### config.mk
export PLATFORM = sky130hd
export DESIGN_NAME = rx_uart_frame_engine_flat
export DESIGN_NICKNAME = d
export VERILOG_FILES = /design/src/rtl/rx_uart_frame_engine_pkg.sv /design/src/rtl/rx_uart_frame_engine_if.sv /design/src/rtl/rx_uart_frame_engine_sampler.sv /design/src/rtl/rx_uart_frame_engine.sv /design/src/flat_wrapper.sv
export SDC_FILE = /design/constraint.sdc
export NUM_CORES = 1
export LEC_CHECK = 0
export ABC_AREA = 1
export CAP_MARGIN = 20
export CORE_MARGIN = 5
export CORE_UTILIZATION = 50
export DETAILED_ROUTE_END_ITERATION = 10
export PLACE_DENSITY = 0.72
export SYNTH_ARGS = -nofsm -noshare
export SYNTH_HDL_FRONTEND = slang
export SYNTH_SLANG_ARGS = --single-unit
export TNS_END_PERCENT = 1
### constraint.sdc
create_clock -name clk -period 3.11 [get_ports clk]
set_input_delay 0.311 -clock clk [delete_from_list [all_inputs] [get_ports clk]]
set_output_delay 0.311 -clock clk [all_outputs]
set_load 0.01 [all_outputs]
### src/rtl/rx_uart_frame_engine_pkg.sv
// rx_uart_frame_engine_pkg: shared parity encodings, Rx FSM state type and parity check helper.
// Revision: 1.0
`default_nettype none
`timescale 1ns/1ps

package rx_uart_frame_engine_pkg;

  localparam int PARITY_NONE = 0;
  localparam int PARITY_EVEN = 1;
  localparam int PARITY_ODD  = 2;

  typedef enum logic [2:0] {
    ST_IDLE   = 3'd0,
    ST_START  = 3'd1,
    ST_DATA   = 3'd2,
    ST_PARITY = 3'd3,
    ST_STOP   = 3'd4
  } rx_state_t;

  // data_xor is the XOR of all received data bits; pbit is the received parity bit.
  function automatic logic parity_fail(input int mode, input logic data_xor, input logic pbit);
    case (mode)
      PARITY_EVEN: return data_xor ^ pbit;
      PARITY_ODD:  return ~(data_xor ^ pbit);
      default:     return 1'b0;
    endcase
  endfunction

endpackage

`default_nettype wire

### src/rtl/rx_uart_frame_engine_if.sv
// rx_uart_frame_engine_if: received-word valid/ready handshake with per-word error flags.
// Revision: 1.0
`default_nettype none
`timescale 1ns/1ps

interface rx_uart_frame_engine_if #(
  parameter int DATA_WIDTH = 8
);
  logic [DATA_WIDTH-1:0] rx_data;
  logic                  rx_valid;
  logic                  rx_ready;
  logic                  parity_error;
  logic                  framing_error;
  logic                  overrun_error;

  modport master (
    output rx_data, rx_valid, parity_error, framing_error, overrun_error,
    input  rx_ready
  );

  modport slave (
    input  rx_data, rx_valid, parity_error, framing_error, overrun_error,
    output rx_ready
  );
endinterface

`default_nettype wire

### src/rtl/rx_uart_frame_engine_sampler.sv
// rx_uart_frame_engine_sampler: tick divider, bit-phase counter and 3-sample majority vote.
// Revision: 1.0
`default_nettype none
`timescale 1ns/1ps

module rx_uart_frame_engine_sampler #(
  parameter int OVERSAMPLE = 16,
  parameter int CLK_DIV    = 1
) (
  input  wire logic clk,
  input  wire logic reset,
  input  wire logic enable,
  input  wire logic serial,
  output logic      bit_valid,
  output logic      bit_value,
  output logic      phase_wrap
);

  localparam int DIV_W = (CLK_DIV > 1) ? $clog2(CLK_DIV) : 1;
  localparam int PH_W  = $clog2(OVERSAMPLE);
  localparam int MID   = OVERSAMPLE / 2;

  localparam logic [DIV_W-1:0] DIV_LAST = DIV_W'(CLK_DIV - 1);
  localparam logic [PH_W-1:0]  PH_LAST  = PH_W'(OVERSAMPLE - 1);
  localparam logic [PH_W-1:0]  PH_S0    = PH_W'(MID - 1);
  localparam logic [PH_W-1:0]  PH_S1    = PH_W'(MID);
  localparam logic [PH_W-1:0]  PH_S2    = PH_W'(MID + 1);

  logic [DIV_W-1:0] div_cnt;
  logic [PH_W-1:0]  phase;
  logic             samp0;
  logic             samp1;
  logic             tick;

  assign tick = enable && (div_cnt == DIV_LAST);

  // Counters are held at zero while disabled so a new frame always starts at phase 0.
  always_ff @(posedge clk or posedge reset) begin
    if (reset) begin
      div_cnt <= '0;
      phase   <= '0;
      samp0   <= 1'b0;
      samp1   <= 1'b0;
    end else if (!enable) begin
      div_cnt <= '0;
      phase   <= '0;
    end else begin
      div_cnt <= tick ? '0 : div_cnt + DIV_W'(1);
      if (tick) begin
        phase <= (phase == PH_LAST) ? '0 : phase + PH_W'(1);
        if (phase == PH_S0) samp0 <= serial;
        if (phase == PH_S1) samp1 <= serial;
      end
    end
  end

  // The third sample is the live line value on the resolving tick.
  assign bit_valid  = tick && (phase == PH_S2);
  assign bit_value  = (samp0 & samp1) | (samp0 & serial) | (samp1 & serial);
  assign phase_wrap = tick && (phase == PH_LAST);

endmodule

`default_nettype wire

### src/rtl/rx_uart_frame_engine.sv
// rx_uart_frame_engine: parametrised UART receive FSM, shift register, error flags and output handshake.
// Revision: 1.0
`default_nettype none
`timescale 1ns/1ps

module rx_uart_frame_engine
  import rx_uart_frame_engine_pkg::*;
#(
  parameter int DATA_WIDTH  = 8,
  parameter int OVERSAMPLE  = 16,
  parameter int CLK_DIV     = 1,
  parameter int PARITY_MODE = 0,
  parameter int STOP_BITS   = 1
) (
  input  wire logic clk,
  input  wire logic reset,
  input  wire logic serial_in_synced,
  output logic      busy,
  rx_uart_frame_engine_if.master rx
);

  localparam int               BIT_W     = $clog2(DATA_WIDTH);
  localparam logic [BIT_W-1:0] BIT_LAST  = BIT_W'(DATA_WIDTH - 1);
  localparam logic             STOP_LAST = (STOP_BITS == 2);

  rx_state_t state;
  rx_state_t next_state;

  logic                  line_q;
  logic [BIT_W-1:0]      bit_cnt;
  logic                  stop_cnt;
  logic [DATA_WIDTH-1:0] shreg;
  logic                  data_xor;
  logic                  pbit;
  logic                  ferr_acc;
  logic                  commit_pend;

  logic                  data_q;
  logic [DATA_WIDTH-1:0] word_q;
  logic                  perr_q;
  logic                  ferr_q;
  logic                  oerr_q;

  logic bit_valid;
  logic bit_value;
  logic phase_wrap;

  logic start_frame;
  logic shift_en;
  logic par_en;
  logic stop_vote;
  logic bit_inc;
  logic stop_inc;
  logic frame_done;

  rx_uart_frame_engine_sampler #(
    .OVERSAMPLE (OVERSAMPLE),
    .CLK_DIV    (CLK_DIV)
  ) u_sampler (
    .clk        (clk),
    .reset      (reset),
    .enable     (state != ST_IDLE),
    .serial     (serial_in_synced),
    .bit_valid  (bit_valid),
    .bit_value  (bit_value),
    .phase_wrap (phase_wrap)
  );

  always_ff @(posedge clk or posedge reset) begin
    if (reset) state <= ST_IDLE;
    else       state <= next_state;
  end

  always_comb begin
    next_state  = state;
    start_frame = 1'b0;
    shift_en    = 1'b0;
    par_en      = 1'b0;
    stop_vote   = 1'b0;
    bit_inc     = 1'b0;
    stop_inc    = 1'b0;
    frame_done  = 1'b0;
    case (state)
      ST_IDLE: begin
        if (line_q && !serial_in_synced) begin
          next_state  = ST_START;
          start_frame = 1'b1;
        end
      end
      ST_START: begin
        // The vote precedes the wrap, so reaching the wrap implies a valid start bit.
        if (bit_valid && bit_value) next_state = ST_IDLE;
        else if (phase_wrap)        next_state = ST_DATA;
      end
      ST_DATA: begin
        shift_en = bit_valid;
        if (phase_wrap) begin
          if (bit_cnt == BIT_LAST)
            next_state = (PARITY_MODE != PARITY_NONE) ? ST_PARITY : ST_STOP;
          else
            bit_inc = 1'b1;
        end
      end
      ST_PARITY: begin
        par_en = bit_valid;
        if (phase_wrap) next_state = ST_STOP;
      end
      ST_STOP: begin
        if (bit_valid) begin
          stop_vote = 1'b1;
          // Leave on the final vote rather than the bit end so the next start edge is not missed.
          if (stop_cnt == STOP_LAST) begin
            next_state = ST_IDLE;
            frame_done = 1'b1;
          end
        end else if (phase_wrap) begin
          stop_inc = 1'b1;
        end
      end
      default: next_state = ST_IDLE;
    endcase
  end

  always_ff @(posedge clk or posedge reset) begin
    if (reset) begin
      line_q      <= 1'b0;
      bit_cnt     <= '0;
      stop_cnt    <= 1'b0;
      shreg       <= '0;
      data_xor    <= 1'b0;
      pbit        <= 1'b0;
      ferr_acc    <= 1'b0;
      commit_pend <= 1'b0;
    end else begin
      line_q      <= serial_in_synced;
      commit_pend <= frame_done;
      if (start_frame) begin
        bit_cnt  <= '0;
        stop_cnt <= 1'b0;
        data_xor <= 1'b0;
        pbit     <= 1'b0;
        ferr_acc <= 1'b0;
      end
      if (shift_en) begin
        shreg    <= {bit_value, shreg[DATA_WIDTH-1:1]};
        data_xor <= data_xor ^ bit_value;
      end
      if (bit_inc)                 bit_cnt  <= bit_cnt + BIT_W'(1);
      if (par_en)                  pbit     <= bit_value;
      if (stop_vote && !bit_value) ferr_acc <= 1'b1;
      if (stop_inc)                stop_cnt <= 1'b1;
    end
  end

  // A commit wins over a same-cycle acceptance; otherwise an accepted word drops valid and its overrun.
  always_ff @(posedge clk or posedge reset) begin
    if (reset) begin
      data_q <= 1'b0;
      word_q <= '0;
      perr_q <= 1'b0;
      ferr_q <= 1'b0;
      oerr_q <= 1'b0;
    end else if (commit_pend) begin
      if (!data_q || rx.rx_ready) begin
        data_q <= 1'b1;
        word_q <= shreg;
        perr_q <= parity_fail(PARITY_MODE, data_xor, pbit);
        ferr_q <= ferr_acc;
        oerr_q <= 1'b0;
      end else begin
        oerr_q <= 1'b1;
      end
    end else if (data_q && rx.rx_ready) begin
      data_q <= 1'b0;
      oerr_q <= 1'b0;
    end
  end

  assign rx.rx_valid      = data_q;
  assign rx.rx_data       = word_q;
  assign rx.parity_error  = perr_q;
  assign rx.framing_error = ferr_q;
  assign rx.overrun_error = oerr_q;
  assign busy             = (state != ST_IDLE);

endmodule

`default_nettype wire

### src/flat_wrapper.sv
// flat-port wrapper written by rule: the top's interface ports become plain ports
module rx_uart_frame_engine_flat import rx_uart_frame_engine_pkg::*;
#(
  parameter int DATA_WIDTH  = 8,
  parameter int OVERSAMPLE  = 16,
  parameter int CLK_DIV     = 1,
  parameter int PARITY_MODE = 0,
  parameter int STOP_BITS   = 1
)
  (clk, reset, serial_in_synced, busy, rx_rx_data, rx_rx_valid, rx_parity_error, rx_framing_error, rx_overrun_error, rx_rx_ready);
  rx_uart_frame_engine_if #(.DATA_WIDTH(DATA_WIDTH)) rx_i ();
  input  wire logic clk;
  input  wire logic reset;
  input  wire logic serial_in_synced;
  output logic busy;
  output wire logic [$bits(rx_i.rx_data)-1:0] rx_rx_data;
  output wire logic [$bits(rx_i.rx_valid)-1:0] rx_rx_valid;
  output wire logic [$bits(rx_i.parity_error)-1:0] rx_parity_error;
  output wire logic [$bits(rx_i.framing_error)-1:0] rx_framing_error;
  output wire logic [$bits(rx_i.overrun_error)-1:0] rx_overrun_error;
  input wire logic [$bits(rx_i.rx_ready)-1:0] rx_rx_ready;
  assign rx_rx_data = rx_i.rx_data;
  assign rx_rx_valid = rx_i.rx_valid;
  assign rx_parity_error = rx_i.parity_error;
  assign rx_framing_error = rx_i.framing_error;
  assign rx_overrun_error = rx_i.overrun_error;
  assign rx_i.rx_ready = rx_rx_ready;
  rx_uart_frame_engine #(.DATA_WIDTH(DATA_WIDTH), .OVERSAMPLE(OVERSAMPLE), .CLK_DIV(CLK_DIV), .PARITY_MODE(PARITY_MODE), .STOP_BITS(STOP_BITS)) u_core (.clk(clk), .reset(reset), .serial_in_synced(serial_in_synced), .busy(busy), .rx(rx_i));
endmodule
==> results of run 1 <==
==> path summary, 6_finish.rpt <==
kind,end,slack (ns),cells past startpoint
hold reg to reg,u_core.rx.rx_data[0],0.49,2
setup reg to reg,u_core.state[0],1.62,8
hold / removal,u_core.rx.overrun_error,0.38,3
max in group asynchronous,u_core.rx.rx_data[7],2.42,3
min in group clk,u_core.rx.rx_data[0],0.49,2
setup / recovery,busy,1.15,3
==> critical path: cells and delay by family (launching register included) <==
kind / cells / cell delay (ns)
buf+inv: 1 / 0.51
simple gates: 2 / 0.38
flops: 1 / 0.44
==> flip-flops by register name, summed over array words and instances, names as in the netlist <==
| register | count |
|---|---|
| u_core.bit_cnt | 3 |
| u_core.commit_pend | 1 |
| u_core.ferr_acc | 1 |
| u_core.line_q | 1 |
| u_core.rx.framing_error | 1 |
| u_core.rx.overrun_error | 1 |
| u_core.rx.rx_data | 8 |
| u_core.rx.rx_valid | 1 |
| u_core.shreg | 8 |
| u_core.state | 3 |
| u_core.stop_cnt | 1 |
| u_core.u_sampler.div_cnt | 1 |
| u_core.u_sampler.phase | 4 |
| u_core.u_sampler.samp0 | 1 |
| u_core.u_sampler.samp1 | 1 |
==> layout make-up <==
type | instances | area, sq um
clock inverter | 1 | 7.51
fill | 282 | 1200
tap | 44 | 55.1
inverter | 29 | 109
clock buffer | 7 | 55.1
sequential | 36 | 901
timing repair buffer | 16 | 158
multi-input combinational | 113 | 614
==> Yosys cell counts, drive strengths merged <==
cell,number
nand3b,1
o21ai,25
buf,2
and3,1
nand3,9
inv,29
clkbuf,1
conb,1
nand4,3
xor2,1
nor2,7
o22ai,2
ha,5
nor3b,1
o32ai,1
nand2,51
dfrtp,36
a21oi,4
==> power breakdown <==
part / total (mW) / internal [mW] / switching [mW]
sequential: 0.540 / 0.504 / 0.0366
clock: 0.258 / 0.111 / 0.147
combinational: 0.116 / 0.0446 / 0.0716
total: 0.914 / 0.659 / 0.255
==> stage by stage <==
stage          hold slack, ns  total power, mW  setup WS (ns)  utilization (%)  area [sq um]
2_1_floorplan           0.342            0.632           1.76                -          1650
6_report                0.379            0.914           1.15             61.2          1900
4_1_cts                 0.383            0.929           1.12             61.2          1900
3_5_place_dp            0.472            0.667           1.42             59.2          1840
3_3_place_gp            0.459            0.656           1.47             59.2          1840
5_1_grt                 0.420            0.972           1.04             61.2          1900
==> layer usage <==
metal | vias up | GRT usage (%)
met5 | - | 0
met4 | 0 | 4.56
met2 | 17 | 23.9
met3 | 2 | 3.99
li1 | 611 | -
met1 | 555 | 16.8
==> cells by family (layout without fill, tap and decap cells) <==
group / Yosys count / in the layout
AO/OA/AOI/OAI: 32 / 32
flip-flops: 36 / 36
AND/OR/NAND/NOR: 73 / 73
buffers and inverters: 32 / 53
other: 1 / 2
XOR/XNOR: 1 / 1
adder cells (fa/ha/maj): 5 / 5
==> results.yml, run 1 <==
clock_network:
  clock_latency_ns: 0.32
  cts.path.max_buffers: 2
  cts_sinks: 36
  cts_tree: "built"
  clk_pin_slew_worst_paths_ns: 0.10
  cts-root-buf: "clkbuf_4"
  ctsResizeCount: 0
  cts_max_level: 2
  cts-hold-fix-buffers: 0
  cts_buffers: 5
  cts_setup_buffers: 0
route:
  met1_length_mm: 1.31
  drtIter0Drc: 53
  dr_wl_met2_mm: 1.33
  dr.max_layer_used: "met4"
  vias: 1185
  drtAntennaViolNets: 0
  drt_first_pass_iters: 4
  met3WireLength_um: 81
  drc: 0
  vias_per_cell: 4.82
  wl_per_cell_um: 11.1
  detail_route.wirelength_mm: 2.73
timing:
  slew_headroom_pct: 66.0
  max_slew.worst_pin.slew_ns: 0.509
  tns_ns: 0
  fin_crit_sh_pct: 63.1
  fin_skew_ns: 0.00525
  rsz0062_at_grt: "false"
  setup_viol: 0
  drv_slew: 0
  report.final.hold_viol_count: 0
  min_period_ns: 1.96
  fmax_mhz: 509
die:
  core_area_sq_um: 3100
  num_rows: 20
  die-area_sq_um: 4530
  initial_core_util_pct: 52.9
  fp.dieW_um: 67.3
  ios: 17
  die_height_um: 67.3
synth:
  yosys.area_share.simple_pct: 20.0
  netlist.area_leader.share_pct: 54.8
  synth_top_area_cell: "dfrtp_1"
  synth_top_family_by_area: "simple AND/OR/NAND/NOR gates"
  yosys_warnings: 0
  synth-xor-area-share_pct: 0.533
  syn_area_sq_um: 1640
  syn-instance-count: 180
  synth_compound_area_share_pct: 12.6
  seq_area_frac_synth_pct: 54.8
  synth_mux_area_share_pct: 0
  syn-mean-instance-area_sq_um: 9.13
  ys_top_cells_by_area: "dfrtp_1 55%, nand2_1 11%, inv_1 6.4%, o21ai_0 4.6%, ha_1 3.8%"
  ys_types: 28
  synth_adder_area_share_pct: 3.81
  ys_ff_latch: 36
final_layout:
  final_common_cell: "nand2_1"
  drive_above_1_share_pct: 12.4
  layout.cells.non_filler: 246
  antenna_cells: 0
  areaGrowthSynthToFinish_pct: 15.6
  mostFrequentLayoutCells: "47 x nand2_1, 36 x dfrtp_1, 28 x inv_1"
  nets: 210
setup_path:
  path_cells: "nor2_2 -> nand2_1 -> clkdlybuf4s50_1"
  worstSetupPathType: "reg2out"
  critical-path-slowest-cell: "clkdlybuf4s50_1"
  crit_required_ns: 2.80
  slowest_delay_ns: 0.51
  startpoint: "u_core.state[0]"
  start_kind: "flip-flop"
  end_kind: "primary output"
  critical_path_arrival_ns: 1.65
  worstPathMaxFanout: 4
  r2r_start: "u_core.u_sampler.phase[1]"
global_route:
  grt_usage_pct: 13.9
  grt_antenna_before_repair: 0
  grt_pass1_vias: 1103
  grt_pass1_wl_mm: 4.79
  grt_overflow: 0
  grt_max_degree: 37
job:
  cap_violations: 0
power:
  p_leak_nw: 0.961
  p_per_area_nw_per_um2: 481
  vdd_drop_max_mv: 0.308
placed_design:
  io_buffer_count: 15
  gp_congestion: 0.785
  placed_cells: 238
  hpwl_mm: 2.07
run_status:
  status: "complete, no violations"
min_path:
  worstHoldPathType: "in2async"
Power figures use the tool's default switching activity.
==> run 2: changes to the inputs <==
- PLACE_DENSITY: 0.72 -> 0.74
- clock period: 3.11 -> 1.6 ns (I/O delays scaled with it)
==> results.yml, run 2 (same netlist as run 1, synthesis figures left out) <==
setup_path:
  path_cells: "nor2_4 -> nand2_1 -> dlygate4sd2_1"
  start_kind: "flip-flop"
  end_kind: "primary output"
  crit_family: "flip-flops"
  critical-path-slowest-cell: "dfrtp_2"
  crit_required_ns: 1.44
  slowest_delay_ns: 0.47
  worstPathMaxFanout: 4
  worstSetupPathType: "reg2out"
  crit_buf_inv: 1
  critical_path_arrival_ns: 1.39
clock_network:
  clk_pin_slew_worst_paths_ns: 0.11
  cts_sinks: 36
  cts.path.max_buffers: 2
  cts_max_level: 2
  clock_latency_ns: 0.33
  cts_tree: "built"
  cts_buffers: 5
  cts-root-buf: "clkbuf_4"
placed_design:
  gp_congestion: 0.787
  place_ws_ns: 0.0609
  io_buffer_count: 15
  placed_area_sq_um: 1840
  placed_cells: 238
  hpwl_mm: 2.16
timing:
  report.final.hold_viol_count: 0
  slew_headroom_pct: 64.3
  fin_crit_sh_pct: 96.6
  max_slew.worst_pin.slew_ns: 0.534
  setup_ws_ns: 0.0540
  drv_slew: 0
  min_period_ns: 1.55
  holdWs_ns: 0.207
  setup_viol: 0
  fin_skew_ns: 0.00573
  rsz0062_at_grt: "true"
  tns_ns: 0
  fmax_mhz: 647
final_layout:
  nets: 211
  mostFrequentLayoutCells: "46 x nand2_1, 34 x dfrtp_1, 27 x inv_1"
  final_common_cell: "nand2_1"
  drive_above_1_share_pct: 15.8
  antenna_cells: 0
  nFillCells: 287
  areaGrowthSynthToFinish_pct: 18.3
  layout.cells.non_filler: 247
  stdcell_area_sq_um: 1940
  post-route-util_pct: 62.6
die:
  die_height_um: 67.3
  die-area_sq_um: 4530
  fp.dieW_um: 67.3
  initial_core_util_pct: 52.9
  num_rows: 20
  core_area_sq_um: 3100
  ios: 17
route:
  detail_route.wirelength_mm: 2.92
  wl_per_cell_um: 11.8
  drc: 0
  drtIter0Drc: 73
  vias: 1227
  drt_first_pass_iters: 4
  vias_per_cell: 4.97
  drtAntennaViolNets: 0
power:
  vdd_drop_max_mv: 0.569
  p_per_area_nw_per_um2: 985
  p_leak_nw: 0.970
  power_mw: 1.91
job:
  cap_violations: 0
global_route:
  grt_overflow: 0
  grt_max_degree: 37
  grt_pass1_vias: 1239
  grt_pass1_wl_mm: 5.26
  grt_usage_pct: 15.4
  grt_antenna_before_repair: 0
min_path:
  worstHoldPathType: "in2async"
run_status:
  status: "complete, no violations"
[run 2: area by class of cell]
class	count	area, sq um	area share [%]
Multi-Input combinational cell	113	632	32.5
Sequential cell	36	903	46.5
Clock inverter	3	42.5	2.19
Inverter	29	109	5.60
Timing Repair Buffer	17	164	8.44
Tap cell	44	55.1	2.83
Clock buffer	5	37.5	1.93
[run 2: where the power goes]
part	switching [mW]	total [mW]	internal, mW	leakage, nW
Clock	0.299	0.624	0.326	0.0412
Sequential	0.0699	1.05	0.981	0.447
Combinational	0.148	0.240	0.0917	0.482
Total	0.517	1.91	1.40	0.970
[run 2: timing repair]
item                                    in CTS  in global routing
endpoints found under the setup margin       1                  7
buffers inserted                             0                  1
gates resized for setup                      3                  6
hold buffers                                 0                  0
[run 2: worst reg2reg max path: stages (launching register included)]
cell and delay [ns]:
dfrtp_1 0.42, inv_2 0.09, ha_1 0.14, and3_4 0.20, nand3_1 0.07, nand2_1 0.10, nand2_1 0.08, nand2_2 0.08
nand2_1 0.07, nand2_1 0.06, nand2_1 0.04
[run 2: final timing paths]
kind                                                 from              endpoint  slack, ns  depth (start not counted)
worst max-delay path                      u_core.state[0]                  busy       0.05                          3
worst min-delay path                                reset    u_core.rx.rx_valid       0.21                          3
worst max register to register  u_core.u_sampler.phase[1]       u_core.state[0]       0.14                         10
worst min register to register       u_core.rx.rx_data[0]  u_core.rx.rx_data[0]       0.49                          2
max in group asynchronous                           reset       u_core.state[0]       1.04                          3
min in group clk                         serial_in_synced         u_core.line_q       0.37                          1
[run 2: metal layers]
layer | vias to the layer above | share of wire [%] | track usage (%)
met5 | - | 0 | 0
met4 | 0 | 1.5 | 6.84
met3 | 4 | 4.7 | 3.99
met2 | 31 | 48 | 26.4
met1 | 580 | 45 | 18.1
li1 | 612 | - | -
